**src/rtl/regfile_preloader_pkg.sv**
```systemverilog
// -----------------------------------------------------------------------------
// regfile_preloader_pkg
// Shared definitions for the register-file preloader: processor register-file
// geometry, the session state encoding and the per-state control-output bundle.
// -----------------------------------------------------------------------------
package regfile_preloader_pkg;

   localparam int REG_ADDR_W = 5;
   localparam int DATA_W     = 32;

   typedef enum logic [2:0] {
      IDLE   = 3'd0,
      LOAD   = 3'd1,
      SETTLE = 3'd2,
      RUN    = 3'd3,
      DONE   = 3'd4
   } state_e;

   // Control outputs that depend only on the session state.
   typedef struct packed {
      logic test;
      logic proc_reset;
      logic busy;
      logic load_ready;
      logic run_done;
   } ctrl_t;

   // Output levels the session presents while sitting in state s.
   function automatic ctrl_t state_ctrl(input state_e s);
      ctrl_t c;
      c = '{test: 1'b0, proc_reset: 1'b1, busy: 1'b0, load_ready: 1'b0, run_done: 1'b0};
      case (s)
         LOAD:    c = '{test: 1'b1, proc_reset: 1'b1, busy: 1'b1, load_ready: 1'b1, run_done: 1'b0};
         SETTLE:  c = '{test: 1'b1, proc_reset: 1'b1, busy: 1'b1, load_ready: 1'b0, run_done: 1'b0};
         RUN:     c = '{test: 1'b0, proc_reset: 1'b0, busy: 1'b1, load_ready: 1'b0, run_done: 1'b0};
         DONE:    c = '{test: 1'b1, proc_reset: 1'b0, busy: 1'b0, load_ready: 1'b0, run_done: 1'b1};
         default: c = '{test: 1'b0, proc_reset: 1'b1, busy: 1'b0, load_ready: 1'b0, run_done: 1'b0};
      endcase
      return c;
   endfunction

endpackage

```
**src/rtl/regfile_preloader_run_counter.sv**
```systemverilog
// -----------------------------------------------------------------------------
// run_counter
// RUN_W-bit up-counter with synchronous clear and enable. tc_o is high while
// the count equals terminal_i, letting the owner stop after terminal_i+1
// enabled cycles without ever wrapping.
//   clock, reset  : clock, asynchronous active-low reset
//   clear_i       : force count to zero (wins over enable_i)
//   enable_i      : advance count by one
//   terminal_i    : count value that marks the final enabled cycle
//   tc_o          : count == terminal_i
// -----------------------------------------------------------------------------
module run_counter #(
   parameter int RUN_W = 16
) (
   input  logic             clock,
   input  logic             reset,
   input  logic             clear_i,
   input  logic             enable_i,
   input  logic [RUN_W-1:0] terminal_i,
   output logic             tc_o
);

   logic [RUN_W-1:0] count_q;

   always_ff @(posedge clock or negedge reset) begin
      if (!reset) begin
         count_q <= '0;
      end else if (clear_i) begin
         count_q <= '0;
      end else if (enable_i) begin
         count_q <= count_q + {{(RUN_W-1){1'b0}}, 1'b1};
      end
   end

   assign tc_o = (count_q == terminal_i);

endmodule

```
**src/rtl/regfile_preloader.sv**
```systemverilog
// -----------------------------------------------------------------------------
// regfile_preloader
// Preloads a processor register file through its test port, releases the
// processor from reset for a fixed cycle budget, then freezes it with the test
// port selected so the register file can be read back.
//   clock, reset          : clock, asynchronous active-low reset
//   start, run_cycles     : session launch pulse and run budget (latched)
//   load_valid/ready/reg/data/last : preload entry handshake
//   test                  : selects the processor register-file test port
//   t_ctrl_writeEnable, t_ctrl_writeReg, t_data_writeReg : test-port write
//   proc_reset            : holds the processor in reset (active high)
//   busy, run_done        : session in progress / budget expired
//   err_r0                : sticky, a preload entry targeted register 0
// -----------------------------------------------------------------------------
module regfile_preloader
   import regfile_preloader_pkg::*;
#(
   parameter int RUN_W = 16
) (
   input  logic                  clock,
   input  logic                  reset,
   input  logic                  start,
   input  logic [RUN_W-1:0]      run_cycles,
   input  logic                  load_valid,
   output logic                  load_ready,
   input  logic [REG_ADDR_W-1:0] load_reg,
   input  logic [DATA_W-1:0]     load_data,
   input  logic                  load_last,
   output logic                  test,
   output logic                  t_ctrl_writeEnable,
   output logic [REG_ADDR_W-1:0] t_ctrl_writeReg,
   output logic [DATA_W-1:0]     t_data_writeReg,
   output logic                  proc_reset,
   output logic                  busy,
   output logic                  run_done,
   output logic                  err_r0
);

   localparam logic [RUN_W-1:0] RUN_ONE = {{(RUN_W-1){1'b0}}, 1'b1};

   state_e                state_q, state_d;
   ctrl_t                 ctrl_q;
   logic [RUN_W-1:0]      run_q;
   logic                  we_q;
   logic [REG_ADDR_W-1:0] wreg_q;
   logic [DATA_W-1:0]     wdata_q;
   logic                  err_q;
   logic                  run_tc;
   logic                  handshake;
   logic                  start_ok;
   logic                  write_ok;

   // load_ready is a registered decode of LOAD, so the handshake is only
   // possible while loading.
   assign handshake = load_valid && ctrl_q.load_ready;
   assign start_ok  = start && ((state_q == IDLE) || (state_q == DONE));
   assign write_ok  = handshake && (load_reg != '0);

   // NOTE: combinational blocks assign a default first so no path can leave a
   // signal unassigned and infer a latch.
   always_comb begin
      state_d = state_q;
      case (state_q)
         IDLE, DONE: if (start) state_d = LOAD;
         LOAD:       if (handshake && load_last) state_d = SETTLE;
         SETTLE:     state_d = (run_q == '0) ? DONE : RUN;
         RUN:        if (run_tc) state_d = DONE;
         default:    state_d = IDLE;
      endcase
   end

   // NOTE: every register below is assigned with <= so all state updates see
   // the pre-edge values, independent of statement order.
   always_ff @(posedge clock or negedge reset) begin
      if (!reset) begin
         state_q <= IDLE;
         ctrl_q  <= state_ctrl(IDLE);
         run_q   <= '0;
         err_q   <= 1'b0;
      end else begin
         state_q <= state_d;
         // Outputs are registered alongside the state they belong to.
         ctrl_q  <= state_ctrl(state_d);
         if (start_ok) begin
            run_q <= run_cycles;
         end
         if (start_ok) begin
            err_q <= 1'b0;
         end else if (handshake && (load_reg == '0)) begin
            err_q <= 1'b1;
         end
      end
   end

   // Test-port write pipeline: one-cycle strobe after each accepted entry;
   // index and data hold their last value while the strobe is low. Reset
   // clears the strobe, so a write pending at reset never issues.
   always_ff @(posedge clock or negedge reset) begin
      if (!reset) begin
         we_q    <= 1'b0;
         wreg_q  <= '0;
         wdata_q <= '0;
      end else begin
         we_q <= write_ok;
         if (write_ok) begin
            wreg_q  <= load_reg;
            wdata_q <= load_data;
         end
      end
   end

   // Counter sits at zero outside RUN and stops at run_q-1, so RUN lasts
   // exactly run_q cycles; run_q is never zero while in RUN.
   run_counter #(
      .RUN_W (RUN_W)
   ) u_run_counter (
      .clock      (clock),
      .reset      (reset),
      .clear_i    (state_q != RUN),
      .enable_i   (state_q == RUN),
      .terminal_i (run_q - RUN_ONE),
      .tc_o       (run_tc)
   );

   assign load_ready         = ctrl_q.load_ready;
   assign test               = ctrl_q.test;
   assign proc_reset         = ctrl_q.proc_reset;
   assign busy               = ctrl_q.busy;
   assign run_done           = ctrl_q.run_done;
   assign t_ctrl_writeEnable = we_q;
   assign t_ctrl_writeReg    = wreg_q;
   assign t_data_writeReg    = wdata_q;
   assign err_r0             = err_q;

endmodule

```
**config.mk**
```make
export PLATFORM = sky130hd
export DESIGN_NAME = regfile_preloader
export DESIGN_NICKNAME = d
export VERILOG_FILES = /design/src/rtl/regfile_preloader_pkg.sv /design/src/rtl/regfile_preloader_run_counter.sv /design/src/rtl/regfile_preloader.sv
export SDC_FILE = /design/constraint.sdc
export NUM_CORES = 1
export LEC_CHECK = 0
export ABC_AREA = 1
export ABC_CLOCK_PERIOD_IN_PS = 2500
export CAP_MARGIN = 40
export CELL_PAD_IN_SITES_DETAIL_PLACEMENT = 0
export CELL_PAD_IN_SITES_GLOBAL_PLACEMENT = 2
export CORE_MARGIN = 1
export CORE_UTILIZATION = 27
export DETAILED_ROUTE_END_ITERATION = 10
export GPL_TIMING_DRIVEN = 1
export PLACE_DENSITY = 0.85
export SLEW_MARGIN = 20
export SYNTH_ARGS = -nofsm -noshare
export SYNTH_HDL_FRONTEND = slang
export SYNTH_SLANG_ARGS = --single-unit
```
**constraint.sdc**
```tcl
create_clock -name clock -period 2.5 [get_ports clock]
set_input_delay 0.375 -clock clock [delete_from_list [all_inputs] [get_ports clock]]
set_output_delay 0.375 -clock clock [all_outputs]
set_load 0.02 [all_outputs]
```
==> results.toml <==
[grt]
overflow = 0
first_global_vias = 3504
grt_max_degree = 47
grt_pass1_wl_mm = 16.8
antenna_found_initial = 0
grt_use_total_pct = 15.0

[floorplanning]
dieHeight_um = 122
die_area_um2 = 14800
dieWidth_um = 122
core_area_um2 = 13900
pin_count = 102
rows = 43
start_util_pct = 27.8

[detailed_routing]
first_pass_iters = 5
routedWlPerCell_um = 12.8
via_count = 3416
dr_wl_met2_mm = 4.53
drt_iter0_drc = 134
final_antenna_net_count = 0
drt_wl_total_mm = 10.2
drc = 0
route.layer.met1.wl_mm = 4.49
wl_met3_mm = 1.09
via_per_inst = 4.28
top_layer = "met4"

[sta]
drv_slew = 0
fmax_ghz = 0.495
setup_viol = 0
rsz0062_at_grt = "no"
post-route-period-util_pct = 80.8
skew_ns = 0.00517
finalHoldViolCount = 0
period_minus_slack_ns = 2.02
tns_ns = 0
tightest_slew_ns = 0.847
relSlewSlack_pct = 43.1

[worst_setup_path]
r2r-start = "run_q[0]$_DFFE_PN0P_"
worst_ep_arrival_time_ns = 2.24
critical_path_class = "register to register"
rr_endpoint = "state_q[0]$_DFF_PN0_"
endpoint = "state_q[0]$_DFF_PN0_"
startpoint_type = "register"
crit_path_start = "run_q[0]$_DFFE_PN0P_"
required_ns = 2.72
endpoint_kind = "register"
reg2reg_depth = 15
cp_max_fo = 6
rrSetupSlack_ns = 0.48

[cells_and_area]
final_cell_mix = "224 x nand2_1, 100 x clkdlybuf4s50_1, 78 x dfrtp_1"
final_common_cell = "nand2_1"
fill_cells = 1477
final_area_um2 = 5370
area_growth_pct = 39.3
fin_cells = 799
diodes = 0
final_net_count = 675
final_util_pct = 38.7
drive_gt1_share_pct = 7.75

[worst_hold_path]
hold_path.class = "input port to async pin"

[clock_network]
ctsLongestPathBuffers = 2
clkSinkCount = 79
cts_tree = "yes"
root_buffer = "clkbuf_16"
cts_resized = 0
postCtsSetupBuffers = 0
hold_buffers = 0
path_clk_slew_ns = 0.06
cts_made_buffers = 9
clk_latency_ns = 0.34
htreeDepth = 3

[synth]
async_reset_ff_share_pct = 100
synth_edf_count = 0
avgSynthCellArea_um2 = 7.61
syn_nets = 567
synthFlopType = "dfrtp_1"
synth_cell_types = 29
syn_area_um2 = 3860
postSynthCellCount = 507
ys_ff_latch = 79
synth_warnings = 0
yosysSeqAreaShare_pct = 51.3

[power]
ir_worst_vdd_mv = 0.312
power.leakage_nw = 2.67
total_power_mw = 2.60
power-per-cell-area_nw_per_um2 = 484

[placed_design]
port_buffers = 101
placed_area_um2 = 5110
place_hpwl_mm = 7.58
dp.cells = 784
gp_congestion = 0.842

[status]
status = "complete, no violations"

[flow_run]
maxCapViolCount = 0
-- flip-flops by register name (all words and copies together) (netlist names) --
| name | count |
|---|---|
| busy | 1 |
| err_r0 | 1 |
| load_ready | 1 |
| proc_reset | 1 |
| run_done | 1 |
| run_q | 16 |
| state_q | 3 |
| t_ctrl_writeEnable | 1 |
| t_ctrl_writeReg | 5 |
| t_data_writeReg | 32 |
| test | 1 |
| u_run_counter.count_q | 16 |
-- cells by family (layout without fill, tap and decap cells) --
logic type,after synthesis,after routing,synth area share (%)
AO/OA/AOI/OAI,38,38,5.35
adder cells (fa/ha/maj),2,2,0.649
flip-flops,79,79,51.3
XOR/XNOR,9,9,2.04
buffers and inverters,62,174,6.07
AND/OR/NAND/NOR,317,317,34.6
-- metal layers --
layer  vias to the layer above  track usage, %
li1                       1788               -
met3                        11            8.65
met5                         -               0
met4                         0            3.94
met1                      1522            17.7
met2                        95            23.4
-- synthesized netlist by cell type (5+ instances only) --
| library cell | n | share of area, % |
|---|---|---|
| dfrtp_1 | 78 | 51 |
| nor2_2 | 5 | 0.81 |
| nand2_2 | 7 | 1.1 |
| clkbuf_1 | 9 | 0.88 |
| a21oi_1 | 11 | 1.4 |
| inv_1 | 46 | 4.5 |
| nand2_1 | 224 | 22 |
| nand3b_1 | 5 | 0.97 |
| nor3_1 | 6 | 0.78 |
| o21ai_0 | 20 | 2.6 |
| nand3_1 | 21 | 2.7 |
| xnor2_1 | 6 | 1.4 |
| nor2_1 | 37 | 3.6 |
-- how the worst min path moves through the flow --
| stage | startpoint | cells after the start | slack, ns | endpoint |
|---|---|---|---|---|
| final | reset | 1 | 0.05 | run_q[3]$_DFFE_PN0P_ |
| after global routing | reset | 1 | 0.09 | run_q[13]$_DFFE_PN0P_ |
| after CTS | reset | 1 | 0.07 | t_data_writeReg[2]$_DFFE_PN0P_ |
| after detailed placement | reset | 1 | 0.44 | run_q[3]$_DFFE_PN0P_ |
| after global placement | reset | 1 | 0.43 | run_q[3]$_DFFE_PN0P_ |
| after floorplan | reset | 0 | 0.08 | busy$_DFF_PN0_ |
-- stage by stage --
stage	hold slack (ns)	setup slack (ns)
after floorplan	0.0794	0.707
after global placement	0.431	0.516
after detailed placement	0.438	0.495
after CTS	0.0732	0.481
after global routing	0.0929	0.170
final	0.0543	0.481
-- critical path: stages (launching register included) --
cell     delay, ns
dfrtp_1       0.39
inv_1         0.14
ha_1          0.27
nand2_2       0.12
nor2_4        0.15
nand3_1       0.11
nand2_1       0.08
nand2_1       0.05
nor2_1        0.09
nand2_1       0.06
nor2_2        0.10
nand2_1       0.06
nand2_1       0.08
nand2_1       0.08
inv_1         0.09
nand2_1       0.05
-- area by class of cell --
class	instances	area, µm²	area share, %
clock buffers	10	229	4.26
well taps	180	225	4.19
repair buffers	107	1070	19.8
clock inverters	5	35.0	0.652
multi-input cells	366	1640	30.6
inverters	52	195	3.63
flip-flops and latches	79	1980	36.8
-- power by group --
group / switching (mW) / internal (mW) / total, mW
Sequential: 0 / 1.28 / 1.28
Clock: 0.532 / 0.669 / 1.20
Combinational: 0.0398 / 0.0803 / 0.120
Total: 0.571 / 2.03 / 2.60
(Power assumes the default switching activity.)
